[src/rtl/pipe_result_collector.sv]
// -----------------------------------------------------------------------------
// pipe_result_collector
//
// Purpose:
//   Receiving end of a fixed-latency, non-stallable element pipeline. Hands out
//   credits to the issuing logic so that every in-flight result is guaranteed
//   a FIFO slot, buffers the results, and presents them first-word-fall-through
//   to a back-pressured downstream consumer (valid/ready).
//
// Ports:
//   clk          rising-edge clock
//   rst          asynchronous, active-high reset
//   issue_req    upstream wants to launch one operation this cycle
//   issue_grant  combinational grant: issue_req AND (credits != 0)
//   in_valid     pipeline result valid (cannot be back-pressured)
//   in_data      pipeline result
//   out_valid    FIFO head valid
//   out_data     FIFO head element (don't-care while out_valid = 0)
//   out_ready    downstream accepts the head this cycle
//   credits      free credits, 0..DEPTH
//   fill         entries currently stored, 0..DEPTH
//   overflow     sticky: a result arrived while full with no pop (data lost)
// -----------------------------------------------------------------------------
module pipe_result_collector #(
   parameter int element_width = 64,
   parameter int DEPTH         = 8,
   parameter int ADDR_W        = 3
) (
   input  logic                     clk,
   input  logic                     rst,
   input  logic                     issue_req,
   output logic                     issue_grant,
   input  logic                     in_valid,
   input  logic [element_width-1:0] in_data,
   output logic                     out_valid,
   output logic [element_width-1:0] out_data,
   input  logic                     out_ready,
   output logic [ADDR_W:0]          credits,
   output logic [ADDR_W:0]          fill,
   output logic                     overflow
);

   localparam logic [ADDR_W:0] FULL_CNT = (ADDR_W+1)'(DEPTH);

   // Pointer wrap relies on natural ADDR_W-bit rollover.
   if (DEPTH != (1 << ADDR_W) || DEPTH < 2) begin : g_bad_depth
      $error("pipe_result_collector: DEPTH must be a power of two >= 2 and equal 2**ADDR_W");
   end

   // Storage: written synchronously, read combinationally for fall-through.
   logic [element_width-1:0] mem [DEPTH];

   logic [ADDR_W-1:0] wr_ptr_q, wr_ptr_d;
   logic [ADDR_W-1:0] rd_ptr_q, rd_ptr_d;
   logic [ADDR_W:0]   fill_q, fill_d;
   logic [ADDR_W:0]   credits_q, credits_d;
   logic              overflow_q, overflow_d;

   logic full;
   logic pop;
   logic push_accept;
   logic push_drop;

   assign full        = (fill_q == FULL_CNT);
   assign out_valid   = (fill_q != '0);
   assign out_data    = mem[rd_ptr_q];
   assign pop         = out_valid & out_ready;
   assign issue_grant = issue_req & (credits_q != '0);

   // A full FIFO can still take a result in the cycle its head is popped,
   // because the freed slot and the new slot are the same cycle's traffic.
   assign push_accept = in_valid & (~full | pop);
   assign push_drop   = in_valid & full & ~pop;

   assign credits  = credits_q;
   assign fill     = fill_q;
   assign overflow = overflow_q;

   always_comb begin
      wr_ptr_d   = wr_ptr_q;
      rd_ptr_d   = rd_ptr_q;
      fill_d     = fill_q;
      credits_d  = credits_q;
      overflow_d = overflow_q;

      if (push_accept) begin
         wr_ptr_d = wr_ptr_q + ADDR_W'(1);
      end
      if (pop) begin
         rd_ptr_d = rd_ptr_q + ADDR_W'(1);
      end

      case ({push_accept, pop})
         2'b10:   fill_d = fill_q + (ADDR_W+1)'(1);
         2'b01:   fill_d = fill_q - (ADDR_W+1)'(1);
         default: fill_d = fill_q;
      endcase

      // A credit leaves with each grant and returns with each pop. A pop at
      // full credit is an upstream protocol error; saturate rather than wrap.
      case ({issue_grant, pop})
         2'b10:   credits_d = credits_q - (ADDR_W+1)'(1);
         2'b01:   credits_d = (credits_q == FULL_CNT) ? credits_q
                                                      : credits_q + (ADDR_W+1)'(1);
         default: credits_d = credits_q;
      endcase

      if (push_drop) begin
         overflow_d = 1'b1;
      end
   end

   always_ff @(posedge clk or posedge rst) begin
      if (rst) begin
         wr_ptr_q   <= '0;
         rd_ptr_q   <= '0;
         fill_q     <= '0;
         credits_q  <= FULL_CNT;
         overflow_q <= 1'b0;
      end else begin
         wr_ptr_q   <= wr_ptr_d;
         rd_ptr_q   <= rd_ptr_d;
         fill_q     <= fill_d;
         credits_q  <= credits_d;
         overflow_q <= overflow_d;
      end
   end

   // Memory contents are intentionally not reset.
   always_ff @(posedge clk) begin
      if (push_accept) begin
         mem[wr_ptr_q] <= in_data;
      end
   end

endmodule

[config.mk]
export PLATFORM = sky130hd
export DESIGN_NAME = pipe_result_collector
export DESIGN_NICKNAME = d
export VERILOG_FILES = /design/src/rtl/pipe_result_collector.sv
export SDC_FILE = /design/constraint.sdc
export NUM_CORES = 1
export LEC_CHECK = 0
export CAP_MARGIN = 20
export CORE_MARGIN = 3
export CORE_UTILIZATION = 30
export DETAILED_ROUTE_END_ITERATION = 10
export DONT_BUFFER_PORTS = 1
export PLACE_DENSITY = 0.51
export SKIP_LAST_GASP = 1
export SLEW_MARGIN = 10
export SYNTH_ARGS = -nofsm -noshare
export SYNTH_HDL_FRONTEND = slang
export SYNTH_SLANG_ARGS = --single-unit
[constraint.sdc]
create_clock -name clk -period 9.5 [get_ports clk]
set_input_delay 0.475 -clock clk [delete_from_list [all_inputs] [get_ports clk]]
set_output_delay 0.475 -clock clk [all_outputs]
set_load 0.1 [all_outputs]
==> metrics, run 1 <==
port bufs 0; Yosys top cell area share 76.3%; post-route insts no fill 1,857; CTS hold repair buffers 66; FF-to-FF setup slack 5.63 ns; Worst R2R Start fill[2]; via count 8,734; met3 WL 2460 µm; Seq cells post-synth 527; first-pass GRT wire length 64,100 µm; Hold Path Class in -> reg; Worst-Skew Late Latency 0.60 ns; Crit Path Category reg -> out; Layout Skew ~0.014 ns; Filler cells between 6,000 and 7,000; PostCTS Resize Cnt 0; vias per inst 4.70; CP required 9.03 ns; GRT Overall Usage 12.3%; Rows 94; Final setup viols 0; First-pass DRT Iterations 5; Slew Viols, Final 0; Iteration-0 DRC Markers 540; slew margin rel. about a quarter; core area 66,200 µm²; register area share after synthesis between 70 and 80%; CTS root buffer clkbuf_16; GPL Wtd Cong 0.706; Post-Synthesis Cells roughly 840; Area Overhead vs Synth 17.7%; Cell variety after synth 45; die width between 200 and 300 µm; setup TNS 0 ns; total global routing overflow 0; Die Span Y 265 µm; Max clock buf depth 3; Synth area leader edfxtp_1; RSZ-0062 raised after global routing no; Tcrit/Tclk final a little under half; worst endpoint data arrival time around 3.9 ns; Final Net Count 1,019; CP Launch Type flip-flop; Post-Synthesis Cell Area 20,200 µm²; top cells by area, synth edfxtp_1 76%, mux4_2 14%, mux2_2 3.7%, dfrtp_1 1.7%, buf_6 0.61%; CTS sink cnt between 500 and 600; post-route ant nets 0; Setup crit start rd_ptr_q[0]; detailed placement HPWL about 22,000 µm; min Tclk post-route 4.33 ns; highest clock rate about 0.23 GHz; CTS tree yes; Synth Net Count 910; Residual DRC 0; vias in the first global route 9,586; final wirelength ~43,000 µm; fin util 35.8%; post-CTS setup buffer count 0; Max FO, Critical Path 37; met2 wire len ~21,000 µm; largest net degree at the start of global routing between 50 and 60; syn_area_per_cell 24.1 µm²; Hold Worst Slack 0.0960 ns; initial antenna violation count 7; total CTS buffers 57; Initial Util 30.4%; yosys warns 0; run status complete, no violations; Die ar. between 70,000 and 80,000 µm²; met1 WL 18,300 µm; H-tree depth 2; I/O pin cnt 144; critical path endpoint category primary output; max cap viols 0; worst-margin pin slew 1.12 ns; Worst-path clk slew 0.06 ns; Hold Path Origin out_ready; top layer in use met5; final hold viol count 0; share of cells above drive strength 1 31.4%; drt wl/cell about 23 µm; # placed instances ~1,700
## Yosys cell counts, drive strengths merged
master and count:
dfrtp 14, clkbuf 9, nor4 2, mux4 128, or2 1, dfstp 1, and3 1, edfxtp 512
a211o 1, buf 28, xor2 1, a31oi 2, o21ai 3, a21oi 3, nand2 14, a32oi 1
o21bai 1, or4b 1, nor2b 1, nand2b 3, a311oi 1, nor3 5, and2 1, ha 5
o41a 2, nand3b 1, fa 1, mux2i 2, o21a 2, xnor2 8, o211ai 1, or3 1
nand3 3, or2b 1, inv 1, mux2 66, o41ai 1, nor2 5, nand4 1
## worst max-delay path, stage by stage, from the launching register on
cell and delay (ns):
dfrtp_4 0.67, buf_4 0.69, buf_4 0.74, mux4_2 0.59
mux2_2 0.51
## cells by family (layout without fill, tap and decap cells)
family          after synthesis  in the layout  synth area share [%]
flops                       527            527                  78.1
xor+xnor                      9              9                 0.391
buf+inv                      38            193                  1.21
compound gates               18             18                 0.708
other cells                   0              3                     0
fa+ha+maj                     6              6                 0.410
simple gates                 41             41                  1.05
mux                         196            196                  18.1
## through the flow
step	area [µm²]	setup slack, ns
finish	23700	5.17
detailed placement	21200	5.47
CTS	23700	4.97
floorplan	20200	1.30
global route	23700	4.81
global placement	21200	5.51
## metal layers
layer / track usage (%) / vias up
li1: - / 3793
met1: 15.9 / 4680
met2: 20.6 / 188
met3: 3.33 / 65
met4: 3.43 / 8
met5: 0 / -
## state kept, by name (all words and copies together) (netlist names)
signal and cells:
mem 512, credits 4, overflow 1, wr_ptr_q 3, rd_ptr_q 3, fill 4
## final cells by class
type / count / area (µm²) / share of cell area, %
Sequential cell: 527 / 15800 / 66.5
Tap cell: 864 / 1080 / 4.56
Timing Repair Buffer: 87 / 858 / 3.62
Antenna cell: 3 / 7.51 / 0.0317
Clock inverter: 29 / 251 / 1.06
Clock buffer: 76 / 1540 / 6.49
Inverter: 1 / 3.75 / 0.0158
Multi-Input combinational cell: 270 / 4210 / 17.8
## worst paths after layout
| path | end | depth (start not counted) |
|---|---|---|
| min in group asynchronous | credits[1] | 2 |
| setup / recovery | out_data[35] | 4 |
| setup reg to reg | mem[1][39] | 5 |
| max in group asynchronous | rd_ptr_q[0] | 2 |
| hold reg to reg | wr_ptr_q[2] | 1 |
| hold / removal | overflow | 3 |
## cell usage in the layout, fill, tap and decap left out, drive strengths merged, types with 2 or more instances in the layout
cell	n
nand2b	3
bufinv	4
edfxtp	512
diode	3
nand2	14
mux2	66
nand3	3
buf	21
clkinvlp	2
nor3	5
a21oi	3
nor2	5
mux2i	2
clkbuf	76
ha	5
nor4	2
dlygate4sd3	66
dfrtp	14
o21ai	3
clkinv	20
o21a	2
xnor2	8
mux4	128
inv	4
o41a	2
a31oi	2
Power of run 1 is left out: the tool's default activity adds up to more than one toggle a clock period on the data nets, which glitch-free logic cannot reach.
==> inputs of run 2 (changes only) <==
- ABC_AREA: default -> 1
- clock period: 9.5 -> 4.1 ns (I/O delays scaled with it)
==> run 2 against run 1 <==
Compared with the run above:
- die area is 2.5% higher
- global-route usage is 1.6 points higher
- worst setup slack worse by 4.4 ns
- via count is 44% higher
- cell count is 40% higher
- hold slack worse by 0.030 ns
- synthesized cell count is 87% higher
- first-iteration DRC count is 88% higher
- clock-buffer cell count is 15 lower
- clock skew is 0.016 ns higher
- critical path depth is 3 higher
==> metrics, run 2 <==
Filler cells 6,455; Cell variety after synth 33; share of cells above drive strength 1 approximately 15%; Hold Path Class in -> reg; final worst setup slack roughly 0.81 ns; multi-input logic area 4720 µm²; R2R depth 11; CTS tree yes; total global routing overflow 0; Yosys top cell area share 74.4%; top_reg_cell synth edfxtp_1; CP most frequent cell buf_4; dpl ws about 1.4 ns; final hold viol count 0; First-pass DRT Iterations 5; first-pass GRT wire length 77,800 µm; initial antenna violation count 11; Die Span Y ~270 µm; Async SR Flop Fraction 2.85%; CTS root buffer clkbuf_16; Top reg by flops mem; critical path endpoint category primary output; Final setup viols 0; count leader, synth edfxtp_1; total CTS buffers 52; Worst path max stage delay 0.68 ns; GRT Overall Usage 14.0%; Hold Path Origin out_ready; min Tclk post-route 3.29 ns; largest net degree at the start of global routing 201; Worst R2R End credits[3]; RSZ-0062 raised after global routing no; Max clock buf depth 3; slowest cell on the critical path dfrtp_4; post-route ant nets 0; CTS sink cnt roughly 530; Layout Skew 0.0293 ns; EDFF count, synth 512; die width 268 µm; Slew Viols, Final 0; register area 15,800 µm²; Die ar. between 70,000 and 80,000 µm²; most frequent cells in the layout 512 x edfxtp_1, 453 x nor2_1, 219 x o21ai_0, 91 x buf_4, 67 x dlygate4sd3_1; commonest non-fill, non-tap cell in the layout edfxtp_1; run status complete, no violations; Post-Synthesis Cell Area 20,700 µm²; drt wl/cell 19.4 µm; core area 67,800 µm²; max FFs per register between 500 and 600; CP Launch Type flip-flop; register area share after synthesis 76.2%; highest clock rate 0.304 GHz; Synth area leader edfxtp_1; Hold Crit Depth 4; Post-Synthesis Cells 1,562; H-tree depth 2; vias in the first global route 12,400; GPL Wtd Cong 0.707; synth cell count leaders 512 x edfxtp_1, 461 x nor2_1, 219 x o21ai_0; port bufs 0; yosys warns 0; top cells by area, synth edfxtp_1 74%, nor2_1 8.4%, o21ai_0 5.3%, a31oi_1 1.9%, o22ai_1 1.9%; Worst-Skew Late Latency roughly 0.6 ns; Worst-path clk slew 0.06 ns; Final Net Count 1,759; Max FO, Critical Path 38; Residual DRC 0; Worst R2R Start credits[3]; detailed placement HPWL 27,400 µm; Synth Net Count between 1,500 and 2,000; Rows 95; max cap viols 0; FF-to-FF setup slack 1.40 ns; worst endpoint data arrival time 3.09 ns; Crit Path Category reg -> out; vias per inst about 4.8; post-CTS setup buffer count 0; syn_area_per_cell 13.2 µm²; CP required slightly below 4 ns; I/O pin cnt 144; Iteration-0 DRC Markers 1,015; Initial Util 30.5%; final wirelength 50,600 µm; worst-margin pin slew 1.12 ns; Area Overhead vs Synth 20.3%; crit-path cells inv_4 > buf_4 > o21ai_0 > o22ai_1 > nor2_1 > a31oi_2 > buf_4; Seq cells post-synth 527; Tcrit/Tclk final 80.3%; Hold Path End fill[1]; slew margin rel. 25.6%; via count 12,600
## run 2: changes by cell type after synthesis, sizes merged, moves of 4 or more
cell    delta
a31oi     +62
nand3      +4
nor3       -5
nand2     +17
xor2       +7
mux2      -65
o21ai    +261
o22ai     +64
xnor2      -7
mux4     -128
inv       +19
clkbuf    +40
buf       +21
nor2     +459
## run 2: stage by stage
step	util (%)	cell area (µm²)	TNS (ns)	instances	hold WS, ns
after floorplan	-	20700	-82.43	1562	0.106
final	36.7	24900	0	2607	0.0656
after global routing	36.7	24900	0	2602	0.0697
after detailed placement	33.2	22500	0	2436	0.232
after CTS	36.7	24900	0	2600	0.0235
after global placement	33.2	22500	0	2436	0.231
## run 2: metal layers
metal  global-route usage (%)  routed length [µm]  up-vias
li1                         -                   -     5959
met1                     19.6               23700     6297
met2                     22.2               23400      252
met3                     2.71                2510       77
met4                     3.80                 939        8
met5                        0                  55        -
## run 2: worst max-delay path, delay by kind of cell, from the launching register on
kind / cells / cell delay (ns)
compound gates: 3 / 0.63
buf+inv: 3 / 1.07
flops: 1 / 0.68
simple gates: 1 / 0.09
## run 2: cells by family (layout without fill, tap and decap cells)
logic type | Yosys count | after routing | synth area share [%]
compound gates | 395 | 395 | 10.4
xor+xnor | 9 | 9 | 0.381
fa+ha+maj | 6 | 6 | 0.400
buf+inv | 118 | 283 | 3.20
flops | 527 | 527 | 76.2
mux | 1 | 1 | 0.0545
other cells | 0 | 7 | 0
simple gates | 506 | 506 | 9.40
## run 2: cell type report
class	count	share of cell area, %
clock inverters	36	1.28
well taps	873	4.39
clock buffers	61	5.45
multi-input cells	917	19.0
flip-flops and latches	527	63.4
repair buffers	166	6.09
diodes	7	0.0704
inverters	20	0.362
## run 2: how the worst max path moves through the flow
stage,cells past startpoint,startpoint,endpoint
finish,7,rd_ptr_q[1],out_data[60]
global route,7,rd_ptr_q[1],out_data[60]
CTS,7,rd_ptr_q[1],out_data[60]
detailed placement,7,rd_ptr_q[1],out_data[60]
global placement,7,rd_ptr_q[1],out_data[41]
floorplan,7,fill[2],mem[4][0]
## run 2: timing repair
item                                   4_1_cts  5_1_grt
gates resized for setup                      0        0
hold buffers                                67        0
endpoints found under the hold margin      533        0
Power of run 2 is left out for the same reason.
